`src/rtl/axi_read_responder.sv`:
```
// AXI read-burst responder: accepts one AR at a time, walks burst addresses into a
// 1-cycle-latency SRAM and returns R beats via a 2-entry buffer. Optional: AXI_RD_DECERR_EN.
module axi_read_responder #(
  parameter int unsigned ID_W      = 8,
  parameter int unsigned ADDR_W    = 32,
  parameter int unsigned DATA_W    = 32,
  parameter int unsigned MEM_BYTES = 65536
) (
  input  logic                    clk,
  input  logic                    rst_n,
  input  logic [ID_W+ADDR_W+8:0]  ar_payload_i,
  input  logic                    ar_valid_i,
  output logic                    ar_ready_o,
  output logic                    mem_cs_o,
  output logic [ADDR_W-3:0]       mem_addr_o,
  input  logic [DATA_W-1:0]       mem_rdata_i,
  output logic [ID_W-1:0]         r_id_o,
  output logic [DATA_W-1:0]       r_data_o,
  output logic [1:0]              r_resp_o,
  output logic                    r_last_o,
  output logic                    r_valid_o,
  input  logic                    r_ready_i
);

  localparam int unsigned PAY_W = ID_W + ADDR_W + 9;
  localparam logic [1:0] RESP_OKAY   = 2'b00;
  localparam logic [1:0] RESP_SLVERR = 2'b10;
  localparam logic [1:0] RESP_DECERR = 2'b11;

  typedef enum logic {IDLE, BURST} state_t;

  state_t              state;
  logic [ID_W-1:0]     id_q;
  logic [ADDR_W-1:0]   addr_q;
  logic [3:0]          len_q;
  logic [2:0]          size_q;
  logic [1:0]          burst_q;
  logic                illegal_q;
  logic [4:0]          issued_q;
  logic                inflight_q;
  logic [1:0]          infl_resp_q;
  logic                infl_last_q;
  logic [DATA_W-1:0]   buf_data [2];
  logic [1:0]          buf_resp [2];
  logic                buf_last [2];
  logic                wr_ptr, rd_ptr;
  logic [1:0]          buf_count;

  logic [ID_W-1:0]     ar_id;
  logic [ADDR_W-1:0]   ar_addr;
  logic [3:0]          ar_len;
  logic [2:0]          ar_size;
  logic [1:0]          ar_burst;
  logic                ar_illegal;

  assign ar_id    = ar_payload_i[PAY_W-1 -: ID_W];
  assign ar_addr  = ar_payload_i[ADDR_W+8:9];
  assign ar_len   = ar_payload_i[8:5];
  assign ar_size  = ar_payload_i[4:2];
  assign ar_burst = ar_payload_i[1:0];

  // WRAP only supports power-of-two beat counts
  assign ar_illegal = (ar_size > 3'd2) || (ar_burst == 2'b11) ||
                      ((ar_burst == 2'b10) && !((ar_len == 4'd1) || (ar_len == 4'd3) ||
                                                (ar_len == 4'd7) || (ar_len == 4'd15)));

  logic              pop, pop_buf, capture, issue, beat_last, done, head_buf;
  logic [2:0]        occ;
  logic [1:0]        beat_resp;
  logic [ADDR_W-1:0] size_bytes, wrap_mask, addr_next;
  logic [DATA_W-1:0] infl_data;

  always_comb begin
    head_buf   = (buf_count != 2'd0);
    r_valid_o  = head_buf | inflight_q;
    pop        = r_valid_o & r_ready_i;
    pop_buf    = pop & head_buf;
    // an in-flight beat popped straight off the SRAM bypass never enters the buffer
    capture    = inflight_q & ~(pop & ~head_buf);
    occ        = 3'(buf_count) + 3'(inflight_q) - 3'(pop);
    beat_last  = (issued_q == {1'b0, len_q});
    issue      = (state == BURST) && (issued_q <= {1'b0, len_q}) && (occ < 3'd2);
`ifdef AXI_RD_DECERR_EN
    beat_resp  = illegal_q ? RESP_SLVERR :
                 (addr_q >= ADDR_W'(MEM_BYTES)) ? RESP_DECERR : RESP_OKAY;
`else
    beat_resp  = illegal_q ? RESP_SLVERR : RESP_OKAY;
`endif
    mem_cs_o   = issue && (beat_resp == RESP_OKAY);
    mem_addr_o = addr_q[ADDR_W-1:2];
    infl_data  = (infl_resp_q == RESP_OKAY) ? mem_rdata_i : '0;
    r_id_o     = id_q;
    r_data_o   = head_buf ? buf_data[rd_ptr] : infl_data;
    r_resp_o   = head_buf ? buf_resp[rd_ptr] : infl_resp_q;
    r_last_o   = head_buf ? buf_last[rd_ptr] : infl_last_q;
    done       = pop & r_last_o;
    ar_ready_o = (state == IDLE);
  end

  // burst address sequencing
  always_comb begin
    size_bytes = ADDR_W'(1) << size_q[1:0];
    wrap_mask  = (ADDR_W'({1'b0, len_q} + 5'd1) << size_q[1:0]) - ADDR_W'(1);
    case (burst_q)
      2'b01:   addr_next = (addr_q & ~(size_bytes - ADDR_W'(1))) + size_bytes;
      2'b10:   addr_next = (addr_q & ~wrap_mask) | ((addr_q + size_bytes) & wrap_mask);
      default: addr_next = addr_q;
    endcase
  end

  always_ff @(posedge clk or negedge rst_n) begin
    if (!rst_n) begin
      state       <= IDLE;
      id_q        <= '0;
      addr_q      <= '0;
      len_q       <= '0;
      size_q      <= '0;
      burst_q     <= '0;
      illegal_q   <= 1'b0;
      issued_q    <= '0;
      inflight_q  <= 1'b0;
      infl_resp_q <= RESP_OKAY;
      infl_last_q <= 1'b0;
      wr_ptr      <= 1'b0;
      rd_ptr      <= 1'b0;
      buf_count   <= '0;
      for (int i = 0; i < 2; i++) begin
        buf_data[i] <= '0;
        buf_resp[i] <= RESP_OKAY;
        buf_last[i] <= 1'b0;
      end
    end else begin
      case (state)
        IDLE: begin
          if (ar_valid_i) begin
            id_q      <= ar_id;
            addr_q    <= ar_addr;
            len_q     <= ar_len;
            size_q    <= ar_size;
            burst_q   <= ar_burst;
            illegal_q <= ar_illegal;
            issued_q  <= '0;
            state     <= BURST;
          end
        end
        BURST: begin
          if (issue) begin
            addr_q   <= addr_next;
            issued_q <= issued_q + 5'd1;
          end
          if (done) state <= IDLE;
        end
        default: state <= IDLE;
      endcase

      inflight_q <= issue;
      if (issue) begin
        infl_resp_q <= beat_resp;
        infl_last_q <= beat_last;
      end
      if (capture) begin
        buf_data[wr_ptr] <= infl_data;
        buf_resp[wr_ptr] <= infl_resp_q;
        buf_last[wr_ptr] <= infl_last_q;
        wr_ptr           <= ~wr_ptr;
      end
      if (pop_buf) rd_ptr <= ~rd_ptr;
      buf_count <= buf_count + 2'(capture) - 2'(pop_buf);
    end
  end

endmodule

```
`config.mk`:
```
export PLATFORM = sky130hd
export DESIGN_NAME = axi_read_responder
export DESIGN_NICKNAME = d
export VERILOG_FILES = /design/src/rtl/axi_read_responder.sv
export SDC_FILE = /design/constraint.sdc
export NUM_CORES = 1
export LEC_CHECK = 0
export BUFFER_PORTS_ARGS = -buffer_cell sky130_fd_sc_hd__buf_2
export CELL_PAD_IN_SITES_DETAIL_PLACEMENT = 1
export CELL_PAD_IN_SITES_GLOBAL_PLACEMENT = 2
export CORE_MARGIN = 2
export CORE_UTILIZATION = 34
export CTS_BUF_LIST = sky130_fd_sc_hd__clkbuf_8
export CTS_CLUSTER_DIAMETER = 50
export CTS_CLUSTER_SIZE = 40
export DETAILED_ROUTE_END_ITERATION = 6
export GPL_TIMING_DRIVEN = 0
export PLACE_DENSITY_LB_ADDON = 0.1
export SYNTH_ARGS = -nofsm -noshare
export SYNTH_HDL_FRONTEND = slang
export SYNTH_SLANG_ARGS = --single-unit
```
`constraint.sdc`:
```
create_clock -name clk -period 4 [get_ports clk]
set_input_delay 0.6 -clock clk [delete_from_list [all_inputs] [get_ports clk]]
set_output_delay 0.6 -clock clk [all_outputs]
set_load 0.05 [all_outputs]
```
# Word-level counts from Yosys, hierarchy flattened
# Index checks and enable logic that the tools add are counted.
# W data, S select, Z words.
classes:
  n_lt_le_gt_ge: 6
  bitwise: 19
  n_shift: 2
  n_addsub: 10
  n_eq_ne: 12
  mux: 33
  reduce_logical: 17
op_table:
  columns: ["operator", "count"]
  rows:
  - ["$mux W32", 8]
  - ["$pmux W32 S2", 2]
  - ["$and A32 B32 Y32", 3]
  - ["$add A32 B32 Y32", 2]
  - ["$bwmux W64", 1]
  - ["$not A32 Y32", 2]
  - ["$sub A32 B1 Y32 const B", 2]
  - ["$demux W32 S1", 1]
  - ["$or A32 B32 Y32", 1]
  - ["$shl A1 B2 Y32 const A", 1]
  - ["$shl A5 B2 Y32", 1]
  - ["$mux W2", 6]
  - ["$mux W5", 2]
  - ["$pmux W5 S2", 1]
  - ["$mux W1", 7]
  - ["$eq A2 B2 Y1 const B", 3]
  - ["$add A4 B1 Y5 const B", 1]
  - ["$add A5 B1 Y5 const B", 1]
  - ["$and A1 B1 Y1", 5]
  - ["$eq A5 B4 Y1", 1]
  - ["$le A5 B4 Y1", 1]
  - ["$logic_and A1 B1 Y1", 5]
  - ["$logic_or A1 B1 Y1", 5]
  - ["$not A1 Y1", 5]
  - ["28 further kinds", 32]
totals:
  wordCells: 119
  input_bits: 85
  register_bits: 133

# Longest topological paths before layout
# Gate-level depths: netlist (run 1).
depth:
  depth_word: 9
  depth_mapped: 14

# Least setup slack after synthesis (run 1)
# Ideal clock, no wire load.
synth_timing:
  kind: "register -> output"
  from: "register buf_count[1]"
  to: "output port mem_cs_o"
  path_slack_ns: -0.087
  path_stages_with_launch: 9
  n_path_buf: 0
  arrival_time_ns: 3.487
  path_cell_list: "dfrtp_1 or3_1 and2_1 ha_1 nand2b_1 fa_1 xnor2_1 nand3_1 nor3_1"
synth_via:
  elab_chain_len: 7
  elab_cells_between_ends: 8
  classes_between: "add/sub (2); order compare (1); bitwise (2); reduce/logical (3)"
synth_rtl:
  columns: ["element", "line_no", "text"]
  rows:
  - ["start, declared", "47", "logic [1:0] buf_count;"]
  - ["start signal, assigned", "168", "buf_count <= buf_count + 2'(capture) - 2'(pop_buf);"]
  - ["$reduce_bool A2 Y1", "74", "head_buf = (buf_count != 2'd0);"]
  - ["$or A1 B1 Y1", "75", "r_valid_o = head_buf | inflight_q;"]
  - ["named net r_valid_o", "21", "output logic r_valid_o,"]
  - ["$and A1 B1 Y1", "76", "pop = r_valid_o & r_ready_i;"]
  - ["$sub A3 B1 Y3", "80", "occ = 3'(buf_count) + 3'(inflight_q) - 3'(pop);"]
  - ["$lt A3 B2 Y1", "82", "issue = (state == BURST) && (issued_q <= {1'b0, len_q}) && (occ < 3'd2);"]
  - ["$logic_and A1 B1 Y1", "82", null]
  - ["$logic_and A1 B1 Y1", "89", "mem_cs_o = issue && (beat_resp == RESP_OKAY);"]
  - ["end, declared", "14", "output logic mem_cs_o,"]
# The timed path passes the listed nets, and every way through them passes these cells.

# Worst setup path in the final report (run 1)
layout_timing:
  from: "register buf_count[1]"
  to: "output port mem_cs_o"
layout_via:
  elab_chain_len: 7
  elab_cells_between_ends: 8
  classes_between: "add/sub (2); order compare (1); bitwise (2); reduce/logical (3)"
layout_rtl:
  columns: ["element", "line_no"]
  rows:
  - ["$reduce_bool A2 Y1", "74"]
  - ["$or A1 B1 Y1", "75"]
  - ["$and A1 B1 Y1", "76"]
  - ["$sub A3 B1 Y3 (*)", "80"]
  - ["$lt A3 B2 Y1 (*)", "82"]
  - ["$logic_and A1 B1 Y1 (*)", "82"]
  - ["$logic_and A1 B1 Y1 (*)", "89"]
# Mark *: on every way between the ends. The rest lies on a longest branch, timed or not.

==> impl_metrics.csv, run 1 <==
group,metric,value,unit
synthesis,synth.distinct_cells,74,
route,wl_met3,1410,um
power_and_ir_drop,clkPwrFrac,0.108,
clock_network,numClockSinks,130,
synthesis,synth_top_cell_by_area,"dfrtp_1",
synthesis,yosysSeqAreaShare,0.364,
route,met1Wirelength,16500,um
floorplan,core_area,25900,um2
synthesis,yosysWarnings,0,
sta,drv_slew,0,
clock_network,cts_max_level,4,
sta,min_period,3.78,ns
place,gp_congestion,0.851,
sta,worst_pin_slew,0.832,ns
synthesis,synthesis.nets,1216,
route,wl_per_cell,20.0,um
clock_network,numCtsBuffers,17,
floorplan,ios,161,
synthesis,synth.top_cells.by_count,"nand2_1, dfrtp_1, o21ai_0",
floorplan,die_area,27600,um2
clock_network,clk_latency,0.46,ns
route,wirelength,32700,um
floorplan,rows,59,
sta,period_share,0.944,
setup_path,worstSetupPathType,"flip-flop to output port",
sta,whs,0.0555,ns
synthesis,yosys.area.top_type_share,0.364,
setup_path,cp_data_required_time,3.40,ns
setup_path,path_max_fanout,5,
synthesis,synth_edf_count,0,
floorplan,initial_core_util,0.345,
layout,area_growth_syn_to_layout,18.7,%
synthesis,ys_seq_elements,130,
setup_path,cpPeakStageDelay,0.47,ns
synthesis,synth-main-ff-cell,"dfrtp_1",
synthesis,syn_avg_cell_area,8.05,um2
synthesis,syn_inst,1110,
synthesis,synthTopCellsByArea,"dfrtp_1, nand2_1, o21ai_0",
synthesis,synth_most_common_cell,"nand2_1",
run_status,status,"completed",
layout,finalNonFillerCells,1639,
route,top_layer,"met5",
sta,finalSetupViolCount,0,
layout,drive_gt1_frac,0.202,
power_and_ir_drop,p_comb_frac,0.666,
route,via_count,8892,
synthesis,syn-cell-area,8930,um2
synthesis,async_flop_share,1.00,
layout,nets,1396,
global_routing,grt_pass1_vias,9088,
route,dr.first_iter.drc_count,576,
route,viasPerCell,5.43,
route,met2_wirelength,14300,um
power_and_ir_drop,p_leak,4.65,nW
place,place_hpwl,24100,um
worst_hold_path,min_path_type,"input pin to asynchronous set/reset pin",
sta,fmax,0.265,GHz
place,placedCellCount,1605,
setup_path,cp-start-kind,"flip-flop",
sta,hold_viol_final,0,
global_routing,grt_pass1_wl,52300,um
floorplan,die_w,166,um
clock_network,clkTransAtPathRegs,0.09,ns
power_and_ir_drop,powerDensity,1010,nW/um2
clock_network,clock_path_buffers,2,
run,max_cap_violations,0,
place,io_buffers,159,
setup_path,path_cells,"or3_1, and2_1, ha_1, nand2b_1, fa_1, xnor2_1, nand3_1, nor3_2, clkbuf_4",
power_and_ir_drop,p_int,4.58,mW
route,first_pass_iters,5,
global_routing,grt-ovfl-total,0,
global_routing,grt_usage,0.239,
global_routing,grt_antenna_before_repair,2,
power_and_ir_drop,p_switching,6.14,mW
sta,skew,0.0146,ns
setup_path,cp_slowest_cell,"dfrtp_1",
setup_path,crit_path_end_kind,"output port",
clock_network,cts_tree,"built",
power_and_ir_drop,seqPwrFrac,0.226,
route,drc,0,
floorplan,die_y,166,um
power_and_ir_drop,swShare,0.573,
setup_path,critPathArrivalTime,3.18,ns
route,ant_nets,0,
power_and_ir_drop,ir_worst_vdd,506,uV
sta,slew_headroom,0.445,
global_routing,grt_max_degree,88,
layout,fin_util,0.409,
clock_network,cts-root-buf,"clkbuf_8",
clock_network,hold_buffers,0,
[logic make-up (layout without fill, tap and decap cells)]
logic type      after synthesis  in the layout  share of synthesized area
simple gates                426            426                      0.232
xor+xnor                     40             40                     0.0392
fa+ha+maj                    21             21                     0.0311
compound gates              349            349                      0.249
mux                          11             11                     0.0132
buf+inv                     132            325                     0.0706
other cells                   1              2                   0.000420
flops                       130            130                      0.364
[power by group through the flow]
| stage | Clock [mW] | Sequential (mW) | Combinational (mW) |
|---|---|---|---|
| 6_report | 1.16 | 2.42 | 7.13 |
| 5_1_grt | 1.24 | 2.51 | 7.81 |
| 4_1_cts | 1.19 | 2.42 | 7.13 |
| 3_5_place_dp | 0 | 2.44 | 7.10 |
| 3_3_place_gp | 0 | 2.43 | 6.99 |
| 2_1_floorplan | 0 | 2.38 | 5.18 |
[through the flow]
step           worst slack [ns]  instance area (um2)  total power, mW  setup TNS (ns)
2_1_floorplan             0.333                 8940             7.56               0
3_3_place_gp             -0.102                10200             9.42          -0.258
3_5_place_dp            -0.0872                10200             9.54          -0.226
4_1_cts                  0.0952                10600             10.7               0
5_1_grt               -0.000304                10600             11.6       -0.000304
6_report                  0.224                10600             10.7               0
[layout make-up]
type                    count  area [um2]
multi-input cells         848        5070
inverters                  25        93.8
well taps                 335         419
plain buffers             107         539
clock buffers              17         234
clock inverters            15         148
flip-flops and latches    130        3250
fillers                  3196       15300
diodes                      1        2.50
repair buffers            161         840
[cell usage in the layout, fill, tap and decap left out, drive strengths merged, types with 5 or more instances in the layout]
cell	count
o221ai	7
a31oi	5
o22ai	10
and3	5
o41ai	6
buf	211
xnor2	28
nand2b	41
inv	32
a21oi	67
mux2i	5
nand4	16
nand2	178
or2	8
a211oi	47
a211o	5
dfrtp	130
nor3	23
o2bb2ai	8
clkbuf	74
or3	8
nor2b	43
nor2	53
o31ai	13
a41oi	5
mux2	6
xor2	12
a21o	7
nand3	21
ha	19
o211ai	9
o21ai	126
nor4	11
[routing by layer]
layer	vias up	global-route usage
met5	-	0
met4	2	0.0560
met3	29	0.0357
met2	211	0.364
met1	4354	0.356
li1	4296	-
[critical path: cells and delay by family, from the launching register on]
family / cells / cell delay (ns)
XOR/XNOR: 1 / 0.19
buffers and inverters: 1 / 0.26
flip-flops: 1 / 0.47
adder cells (fa/ha/maj): 2 / 0.64
AND/OR/NAND/NOR: 5 / 1.16
[worst paths after layout]
check	start	to	slack, ns	depth (start not counted)
max	buf_count[1]$_DFF_PN0_	mem_cs_o	0.22	9
min	rst_n	asynchronous set/reset pin	0.06	1
max reg2reg	buf_count[1]$_DFF_PN0_	flip-flop	0.24	12
min reg2reg	buf_data[35]$_DFFE_PN0P_	buf_data[35]$_DFFE_PN0P_	0.48	2
max in group asynchronous	rst_n	issued_q[3]$_DFFE_PN0P_	3.12	2
min in group clk	ar_payload_i[41]	r_id_o[0]$_DFFE_PN0P_	0.32	3
[repair_timing]
action                                  in CTS  in global routing
cloned                                       0                  0
endpoints found under the setup margin       6                 24
setup buffers                                0                  1
gates resized for setup                      2                  5
pin swaps                                    0                  1
(Power assumes the default switching activity.)
==> inputs of run 2 (changes only) <==
- CORE_UTILIZATION: 34 -> 33
- CTS_BUF_LIST: sky130_fd_sc_hd__clkbuf_8 -> default
- SLEW_MARGIN: default -> 20
==> impl_metrics.csv, run 2 (same netlist as run 1, synthesis figures left out) <==
group,metric,value,unit
clock_network,clock_path_buffers,2,
setup_path,crit_path_end_kind,"output port",
route,viasPerCell,5.45,
layout,layout_common_cells,"nand2_1, buf_2, dfrtp_1",
clock_network,cts_tree,"built",
sta,period_share,0.958,
floorplan,die_area,28400,um2
place,io_buffers,159,
route,first_pass_iters,5,
route,wirelength,32800,um
global_routing,grt_antenna_before_repair,3,
global_routing,grt-ovfl-total,0,
clock_network,cts_max_level,4,
floorplan,rows,60,
floorplan,die_y,169,um
floorplan,ios,161,
sta,skew,0.0189,ns
sta,fin_ws,0.168,ns
setup_path,worstSetupPathType,"flip-flop to output port",
route,via_count,8970,
floorplan,initial_core_util,0.333,
layout,fin_util,0.404,
power_and_ir_drop,p_leak,4.74,nW
setup_path,cp_data_required_time,3.40,ns
place,place_hpwl,24300,um
route,drc,0,
global_routing,grt_usage,0.234,
floorplan,core_area,26800,um2
setup_path,r2r_cells,12,
setup_path,ff2ff_setup_slack,0.19,ns
run_status,status,"completed",
sta,slew_headroom,0.395,
setup_path,path_max_fanout,5,
layout,drive_gt1_frac,0.204,
setup_path,cp-start-kind,"flip-flop",
setup_path,r2r-start,"buf_count[1]$_DFF_PN0_",
run,max_cap_violations,0,
clock_network,numClockSinks,130,
route,dr.first_iter.drc_count,440,
global_routing,grt_pass1_vias,9148,
setup_path,crit_end,"mem_cs_o",
floorplan,die_w,169,um
route,ant_nets,0,
setup_path,critPathLaunch,"buf_count[1]$_DFF_PN0_",
sta,hold_viol_final,0,
power_and_ir_drop,power.total,11.2,mW
layout,finalNonFillerCells,1645,
place,gp_congestion,0.831,
sta,drv_slew,0,
place,placedCellCount,1611,
clock_network,numCtsBuffers,17,
global_routing,grt_pass1_wl,52200,um
worst_hold_path,min_path_type,"input pin to asynchronous set/reset pin",
route,wl_per_cell,20.0,um
clock_network,clkTransAtPathRegs,0.08,ns
sta,finalSetupViolCount,0,
sta,min_period,3.83,ns
sta,fmax,0.261,GHz
layout,nets,1395,
clock_network,cts-root-buf,"clkbuf_16",
power_and_ir_drop,powerDensity,1030,nW/um2
sta,whs,0.0649,ns
sta,worst_pin_slew,0.907,ns
place,dpl_worst_slack,-0.187,ns
layout,final_common_cell,"nand2_1",
global_routing,grt_max_degree,68,
sta,rsz0062_at_grt,"true",
setup_path,critPathArrivalTime,3.23,ns
clock_network,clk_latency,0.44,ns
layout,area_growth_syn_to_layout,21.1,%
power_and_ir_drop,ir_worst_vdd,498,uV
-- run 2: metrics by stage --
stage	cell area, um2	TNS [ns]
final	10800	0
after detailed placement	10200	-0.618
after global placement	10200	-0.228
after CTS	10800	0
after floorplan	8940	0
after global routing	10800	-0.00628
-- run 2: final cells by class --
cell class,count,area (um2)
well taps,341,427
inverters,25,93.8
flip-flops and latches,130,3250
multi-input cells,848,5100
repair buffers,160,836
clock buffers,18,429
plain buffers,107,541
clock inverters,14,141
fillers,3307,16000
diodes,2,5.00
-- run 2: worst min-delay path by stage --
| stage | slack (ns) | end | cells past startpoint | from |
|---|---|---|---|---|
| after global routing | 0.12 | asynchronous set/reset pin | 1 | rst_n |
| after detailed placement | 0.46 | r_id_o[5]$_DFFE_PN0P_ | 2 | r_id_o[5]$_DFFE_PN0P_ |
| after CTS | 0.11 | asynchronous set/reset pin | 1 | rst_n |
| final | 0.06 | asynchronous set/reset pin | 1 | rst_n |
| after global placement | 0.45 | buf_data[35]$_DFFE_PN0P_ | 2 | buf_data[35]$_DFFE_PN0P_ |
| after floorplan | 0.30 | asynchronous set/reset pin | 0 | rst_n |
-- run 2: timing repair --
action / in CTS / in global routing
setup endpoints to repair: 5 / 25
gates resized for setup: 2 / 13
setup buffers: 0 / 0
pin swaps: 0 / 0
hold buffers: 0 / 0
-- run 2: worst max-delay path, cell delays in order, from the launching register on --
cell      delay (ns)
dfrtp_1         0.46
or3_1           0.41
and2_1          0.19
ha_1            0.26
nand2b_1        0.15
fa_1            0.37
xnor2_1         0.23
nand3_2         0.18
nor3_2          0.28
clkbuf_4        0.28
-- run 2: report_power, final --
part | internal [mW] | switching, mW
Sequential | 1.89 | 0.542
Clock | 0.876 | 0.716
Combinational | 2.20 | 4.95
-- run 2: layer usage --
| layer | wire [um] | GRT usage | share of wire |
|---|---|---|---|
| met2 | 14400 | 0.362 | 0.44 |
| met5 | 0 | 0 | 0 |
| met3 | 1560 | 0.0376 | 0.048 |
| met4 | 374 | 0.0543 | 0.011 |
| met1 | 16500 | 0.343 | 0.50 |
